===== src/rtl/program_loader_if.sv =====
// Operator load port and CPU fetch port of the instruction store.
// master drives switches/strobe/PC; slave is the loader that owns the memory.
interface program_loader_if;
  logic       load_en;
  logic       strobe;
  logic [3:0] data_in;
  logic [2:0] fetch_addr;
  logic [3:0] fetch_opcode;
  logic [3:0] fetch_arg;
  logic [2:0] wr_addr;
  logic [1:0] load_state;
  logic       cpu_hold;
  logic       loaded;

  modport master (
    output load_en, strobe, data_in, fetch_addr,
    input  fetch_opcode, fetch_arg, wr_addr, load_state, cpu_hold, loaded
  );

  modport slave (
    input  load_en, strobe, data_in, fetch_addr,
    output fetch_opcode, fetch_arg, wr_addr, load_state, cpu_hold, loaded
  );
endinterface


===== src/rtl/program_loader.sv =====
// 8-slot instruction store filled a nibble per strobe; fetch read is combinational, writes land on the strobe edge.
// load_en reaches the FSM three edges after it changes; cpu_hold stalls the CPU for the whole load.
module program_loader #(
  parameter int SLOTS = 8
) (
  input logic             clk,
  input logic             reset_n,
  program_loader_if.slave bus
);
  typedef enum logic [1:0] {
    RUN      = 2'b00,
    LOAD_OP  = 2'b01,
    LOAD_ARG = 2'b10
  } state_t;

  state_t     state;
  logic [2:0] wr_addr;
  logic       loaded;
  logic       cpu_hold;
  logic [3:0] op_hold;
  logic       load_meta;
  logic       load_s;
  logic       load_s_q;
  logic [7:0] mem [SLOTS];

  logic load_rise;
  logic load_fall;

  // Only edges of the synchronized switch act, so a held switch never restarts a load.
  assign load_rise = load_s & ~load_s_q;
  assign load_fall = ~load_s & load_s_q;

  always_ff @(posedge clk or negedge reset_n) begin
    if (!reset_n) begin
      state     <= RUN;
      wr_addr   <= 3'd0;
      loaded    <= 1'b0;
      cpu_hold  <= 1'b0;
      op_hold   <= 4'h0;
      load_meta <= 1'b0;
      load_s    <= 1'b0;
      load_s_q  <= 1'b0;
      for (int i = 0; i < SLOTS; i++) begin
        mem[i] <= 8'h00;
      end
    end else begin
      load_meta <= bus.load_en;
      load_s    <= load_meta;
      load_s_q  <= load_s;

      case (state)
        RUN: begin
          if (load_rise) begin
            state    <= LOAD_OP;
            cpu_hold <= 1'b1;
            wr_addr  <= 3'd0;
            loaded   <= 1'b0;
          end
        end

        LOAD_OP: begin
          if (load_fall) begin
            state    <= RUN;
            cpu_hold <= 1'b0;
            op_hold  <= 4'h0;
          end else if (bus.strobe) begin
            op_hold <= bus.data_in;
            state   <= LOAD_ARG;
          end
        end

        LOAD_ARG: begin
          // An abort in the same cycle as a strobe drops the write.
          if (load_fall) begin
            state    <= RUN;
            cpu_hold <= 1'b0;
            op_hold  <= 4'h0;
          end else if (bus.strobe) begin
            mem[wr_addr] <= {op_hold, bus.data_in};
            if (wr_addr == 3'd7) begin
              wr_addr  <= 3'd0;
              loaded   <= 1'b1;
              state    <= RUN;
              cpu_hold <= 1'b0;
            end else begin
              wr_addr <= wr_addr + 3'd1;
              state   <= LOAD_OP;
            end
          end
        end

        default: begin
          state    <= RUN;
          cpu_hold <= 1'b0;
        end
      endcase
    end
  end

  assign bus.fetch_opcode = mem[bus.fetch_addr][7:4];
  assign bus.fetch_arg    = mem[bus.fetch_addr][3:0];
  assign bus.wr_addr      = wr_addr;
  assign bus.load_state   = state;
  assign bus.cpu_hold     = cpu_hold;
  assign bus.loaded       = loaded;
endmodule


===== src/flat_wrapper.sv =====
// flat-port wrapper written by rule: the top's interface ports become plain ports
module program_loader_flat 
#(
  parameter int SLOTS = 8
)
  (clk, reset_n, bus_load_en, bus_strobe, bus_data_in, bus_fetch_addr, bus_fetch_opcode, bus_fetch_arg, bus_wr_addr, bus_load_state, bus_cpu_hold, bus_loaded);
  program_loader_if bus_i ();
  input logic clk;
  input logic reset_n;
  input wire logic [$bits(bus_i.load_en)-1:0] bus_load_en;
  input wire logic [$bits(bus_i.strobe)-1:0] bus_strobe;
  input wire logic [$bits(bus_i.data_in)-1:0] bus_data_in;
  input wire logic [$bits(bus_i.fetch_addr)-1:0] bus_fetch_addr;
  output wire logic [$bits(bus_i.fetch_opcode)-1:0] bus_fetch_opcode;
  output wire logic [$bits(bus_i.fetch_arg)-1:0] bus_fetch_arg;
  output wire logic [$bits(bus_i.wr_addr)-1:0] bus_wr_addr;
  output wire logic [$bits(bus_i.load_state)-1:0] bus_load_state;
  output wire logic [$bits(bus_i.cpu_hold)-1:0] bus_cpu_hold;
  output wire logic [$bits(bus_i.loaded)-1:0] bus_loaded;
  assign bus_i.load_en = bus_load_en;
  assign bus_i.strobe = bus_strobe;
  assign bus_i.data_in = bus_data_in;
  assign bus_i.fetch_addr = bus_fetch_addr;
  assign bus_fetch_opcode = bus_i.fetch_opcode;
  assign bus_fetch_arg = bus_i.fetch_arg;
  assign bus_wr_addr = bus_i.wr_addr;
  assign bus_load_state = bus_i.load_state;
  assign bus_cpu_hold = bus_i.cpu_hold;
  assign bus_loaded = bus_i.loaded;
  program_loader #(.SLOTS(SLOTS)) u_core (.clk(clk), .reset_n(reset_n), .bus(bus_i));
endmodule

===== config.mk =====
export PLATFORM = sky130hd
export DESIGN_NAME = program_loader_flat
export DESIGN_NICKNAME = d
export VERILOG_FILES = /design/src/rtl/program_loader_if.sv /design/src/rtl/program_loader.sv /design/src/flat_wrapper.sv
export SDC_FILE = /design/constraint.sdc
export NUM_CORES = 1
export LEC_CHECK = 0
export CORE_MARGIN = 4
export CORE_UTILIZATION = 58
export DETAILED_ROUTE_END_ITERATION = 10
export PLACE_DENSITY_LB_ADDON = 0.12
export SLEW_MARGIN = 10
export SYNTH_ARGS = -nofsm -noshare
export SYNTH_HDL_FRONTEND = slang
export SYNTH_SLANG_ARGS = --single-unit

===== constraint.sdc =====
create_clock -name clk -period 2.2 [get_ports clk]
set_input_delay 0.22 -clock clk [delete_from_list [all_inputs] [get_ports clk]]
set_output_delay 0.22 -clock clk [all_outputs]
set_load 0.1 [all_outputs]

Yosys cells after proc, flatten, opt, wreduce, memory -nomap -nowiden
Cells that the tools add are included.
Storage, ports and cells
  register bits: 78
  output and inout port bits: 15
  word-level logic and storage cells: 82
Cells by class
  add/sub/neg operators: 1
  magnitude comparators: 3
  equality and inequality tests: 12
  muxes and demuxes: 33
  bitwise logic cells: 7
  reduce and logical (&&, ||, !) cells: 10
Operators by type and width (count)
  $bwmux 64: 1
  $bmux 8 s3: 1
  $demux 8 s3: 1
  $mux 8: 3
  $mux 3: 4
  $mux 4: 3
  $mux 1: 10
  $mux 2: 5
  $reduce_and 3->1: 3
  $ge 4x4->1 const B: 2
  $ne 2x1->1 const B: 4
  $not 3->4: 2
  $pmux 4 s2: 1
  $reduce_and 4->1: 2
  $ne 3x2->1 const B: 2
  $pmux 2 s3: 1
  $pmux 3 s2: 1
  $reduce_and 5->1: 1
  $lt 4x1->1 const B: 1
  $ne 2x2->1 const B: 2
  $reduce_bool 2->1: 2
  $add 3x1->3 const B: 1
  $eq 3x3->1 const B: 1
  $ne 3x1->1 const B: 1
  other kinds (8): 11

Depth between registers and ports, before layout
  depth in word-level cells: 6
  depth in mapped cells: 5
  mapped depth without buffers: 5

Worst setup path after synthesis
OpenSTA, ideal clock, no wires.
  kind: reg2reg
  start point: register u_core.state[1], in the netlist u_core.bus.load_state[1]
  end point: register u_core.mem[0] (netlist name)
  library setup time: 0.125 ns
  arrival: 2.243 ns
  data required time: 2.075 ns
  slack: -0.167 ns
  stages on the path, launching flop included: 5
  clock period less this slack: 2.367 ns
  cells stage by stage: dfrtp_1 -> clkbuf_2 -> nand4b_4 -> nor3_2 -> mux2_2
Between the ends
  cells in the longest elaborated chain, start to end: 2
RTL lines
  start, declared: RTL line program_loader.sv:16  | state_t state;
  start signal, assigned: RTL line program_loader.sv:35  | state <= RUN;
  start signal, assigned: RTL line program_loader.sv:54  | state <= LOAD_OP;
  start signal, assigned: RTL line program_loader.sv:63  | state <= RUN;
  $eq 2x2->1: RTL line program_loader.sv:51  | case (state)
  $reduce_and 3->1 (no line)
  end signal, assigned by index: RTL line program_loader.sv:79  | mem[wr_addr] <= {op_hold, bus.data_in};
  end, declared: RTL line program_loader.sv:24  | logic [7:0] mem [SLOTS];
Every way passes these cells.
A chain may end at the register's enable or synchronous reset.

Final worst setup path
  start point: input port bus_fetch_addr[1]
  end point: output port bus_fetch_arg[3]
Between the ends
  cells in the longest elaborated chain, start to end: 4
RTL lines
  start, declared: RTL line flat_wrapper.sv:13  | input wire logic [$bits(bus_i.fetch_addr)-1:0] bus_fetch_addr;
  $not 3->4 (implied by the code): RTL line program_loader.sv:101  | assign bus.fetch_arg = mem[bus.fetch_addr][3:0];
  $bmux 8 s3: RTL line program_loader.sv:101
  $mux 8 (implied by the code) (2 in series): RTL line program_loader.sv:101
  end, declared: RTL line flat_wrapper.sv:15  | output wire logic [$bits(bus_i.fetch_arg)-1:0] bus_fetch_arg;
Every way passes these cells. The select of a mux whose other input is x is not followed.

==> impl_metrics.csv <==
group,metric,value,unit
clock_tree,postCtsSetupBuffers,0,
clock_tree,path_clk_slew,0.07,ns
routing,firstDrtPassIters,4,
die,die_h,86.8,um
placed_design,placed_area,0.00415,mm^2
routing,drt_iter0_markers,123,
grt,grtUsageMet3,3.04,%
routing,vias,2129,
yosys,synthFlopType,"dfrtp_1",
grt,grt_util_met2,35.3,%
grt,grt_pass1_wl,12.0,mm
layout,num-nets-final,288,
routing,avgRoutedWirePerCell,20.5,um
grt,grt_usage,21.7,%
sta,hold_viol,0,
layout,syn_to_final_growth,22.4,%
yosys,synth_edf_count,0,
yosys,ys_seq_area_share,54.1,%
run,cap_violations,0,
grt,busiest_layer,"met2",
clock_tree,cts_made_buffers,9,
sta,tns,0,ns
placed_design,gp_congestion,0.741,
yosys,synthTopCellsByArea,"dfrtp_1, mux2_2, mux4_2",
pwr,leakage,2.10,nW
setup_path,critPathMaxFanout,4,
setup_path,slowest_delay,0.52,ns
grt,grt_pass1_vias,2291,
sta,fin_crit_sh,88.1,%
outcome,status,"completed",
sta,fin_skew,0.00445,ns
setup_path,worst_setup_path_end_kind,"output pin",
pwr,power.density,898,mW/mm^2
die,die_w,86.8,um
layout,antenna_cells,0,
grt,antenna_found_initial,0,
yosys,synth_top_area_share,54.1,%
clock_tree,htreeDepth,3,
layout,layout_commonest_cell,"dfrtp_1",
yosys,ys_types,35,
routing,drcViolationCount,0,
die,coreArea,0.00599,mm^2
yosys,async_flop_share,100,%
layout,final_cell_mix,"dfrtp_1, mux2_2, buf_4",
yosys,synth_cells,230,
sta,period_minus_slack,1.94,ns
yosys,syn_area,0.00360,mm^2
routing,routed_wl,7.25,mm
setup_path,startpoint_type,"input pin",
die,start_util,60.2,%
yosys,synth_top_area_cell,"dfrtp_1",
min_path,hold_path.class,"in -> reg",
die,io_pins,26,
yosys,ys_seq_elements,78,
sta,timing.fmax,0.516,GHz
layout,final_cell_area,0.00441,mm^2
grt,grt_start_max_net_pins,41,
yosys,syn_nets,243,
clock_tree,cts_tree,"yes",
clock_tree,clock_sinks,78,
routing,ant_nets,0,
grt,gr-total-overflow,0,
sta,rsz0062_at_grt,"no",
sta,drv_slew,0,
sta,slew_headroom,66.0,%
die,dieArea,0.00754,mm^2
pwr,total_power,0.00396,W
sta,setup_viol,0,
setup_path,crit_path_top_delay_cell,"mux4_2",
pwr,irDropWorstVdd,0.641,mV
placed_design,io_buffers,25,
min_path,min_from,"bus_load_en",
setup_path,crit_chain,"dlymetal6s2s_1 > buf_4 > mux4_2 > mux2_2 > buf_12",
routing,vias_per_cell,6.01,
clock_tree,cts_root_buffer,"clkbuf_8",
setup_path,cp-startpoint,"bus_fetch_addr[1]",
layout,final_layout_size_suffix_gt1_share,54.5,%
setup_path,crit_arrival,1.72,ns
setup_path,cp_data_required_time,1.98,ns
yosys,syn_avg_cell_area,15.7,um^2
layout,post-route-util,73.6,%
setup_path,r2r-start,"u_core.bus.wr_addr[0]$_DFFE_PN0P_",
sta,worst_slew_pin_slew,0.510,ns
clock_tree,clock_path_buffers,2,
grt,grt.met1_usage,29.9,%
placed_design,hpwl,4.73,mm
yosys,yosysWarnings,0,
setup_path,path_class,"in -> out",
clock_tree,clkLatencyLatePin,0.34,ns
die,rows,28,
## area by class of cell
type / count / area [um^2]
Multi-Input combinational cell: 138 / 1590
Sequential cell: 78 / 1960
Fill cell: 373 / 1580
Clock buffer: 11 / 151
Clock inverter: 4 / 70.1
Tap cell: 75 / 93.8
Timing Repair Buffer: 46 / 541
Inverter: 2 / 7.51
## metrics by stage
| step | instances | setup WS, ns | hold slack, ns |
|---|---|---|---|
| 2_1_floorplan | 230 | 0.0915 | -0.0756 |
| 3_3_place_gp | 337 | 0.0509 | 0.227 |
| 3_5_place_dp | 337 | 0.0384 | 0.228 |
| 4_1_cts | 353 | 0.0223 | 0.306 |
| 5_1_grt | 354 | 0.217 | 0.318 |
| 6_report | 354 | 0.262 | 0.321 |
## final timing paths
kind | endpoint | slack [ns] | depth (start not counted)
max reg2reg | u_core.mem[15]$_DFFE_PN0P_ | 0.50 | 4
max in group asynchronous | u_core.bus.wr_addr[0]$_DFFE_PN0P_ | 1.20 | 3
min in group asynchronous | u_core.mem[61]$_DFFE_PN0P_ | 0.39 | 2
min | u_core.load_meta$_DFF_PN0_ | 0.32 | 1
max | bus_fetch_arg[3] | 0.26 | 5
min reg2reg | u_core.load_s$_DFF_PN0_ | 0.37 | 0
## sequential cells by signal (all words and copies together), names as in the netlist
| signal | flops |
|---|---|
| u_core.mem | 64 |
| u_core.op_hold | 4 |
| u_core.bus.wr_addr | 3 |
| u_core.bus.load_state | 2 |
| u_core.bus.cpu_hold | 1 |
| u_core.bus.loaded | 1 |
| u_core.load_meta | 1 |
| u_core.load_s | 1 |
| u_core.load_s_q | 1 |
## cell usage after synthesis, types with 2 or more instances
| master | number |
|---|---|
| dfrtp_1 | 78 |
| mux4_2 | 16 |
| mux2_2 | 71 |
| o211ai_1 | 2 |
| nand2_1 | 6 |
| buf_1 | 2 |
| ha_1 | 2 |
| clkbuf_1 | 2 |
| nor2_1 | 6 |
| inv_1 | 2 |
| nand3_1 | 5 |
| a22o_1 | 4 |
| buf_2 | 5 |
| clkbuf_2 | 3 |
| nand4b_2 | 2 |
| o21ai_0 | 3 |
| nor4b_4 | 2 |
| nor2b_1 | 2 |
## logic make-up (layout without fill, tap and decap cells)
group | after synthesis | after routing | share of synthesized area, %
adders and majority gates | 2 | 2 | 0.694
muxes | 88 | 88 | 32.5
and+or+nand+nor | 35 | 35 | 8.23
buffers and inverters | 14 | 63 | 1.74
AOI/OAI and AO/OA | 13 | 13 | 2.71
DFF | 78 | 78 | 54.1
## where the power goes
group / switching (W) / internal (W) / total, W
clock: 0.000505 / 0.000691 / 0.00120
combinational: 0.000523 / 0.000417 / 0.000940
sequential: 0.000188 / 0.00163 / 0.00182
## critical path: cells and delay by family
kind	cells	cell delay (ns)
mux	2	0.83
buf+inv	3	0.65
## per-layer routing
metal	wire length (um)	part of all wire, %
met1	3390	47
met2	3540	49
met4	135	1.9
met5	0	0
met3	186	2.6
## repair_timing
item                                    in CTS  in global routing
endpoints found under the hold margin       38                  0
endpoints found under the setup margin       0                  7
hold buffers                                 1                  0
resized for setup                            0                  1
Power figures use the tool's default switching activity.
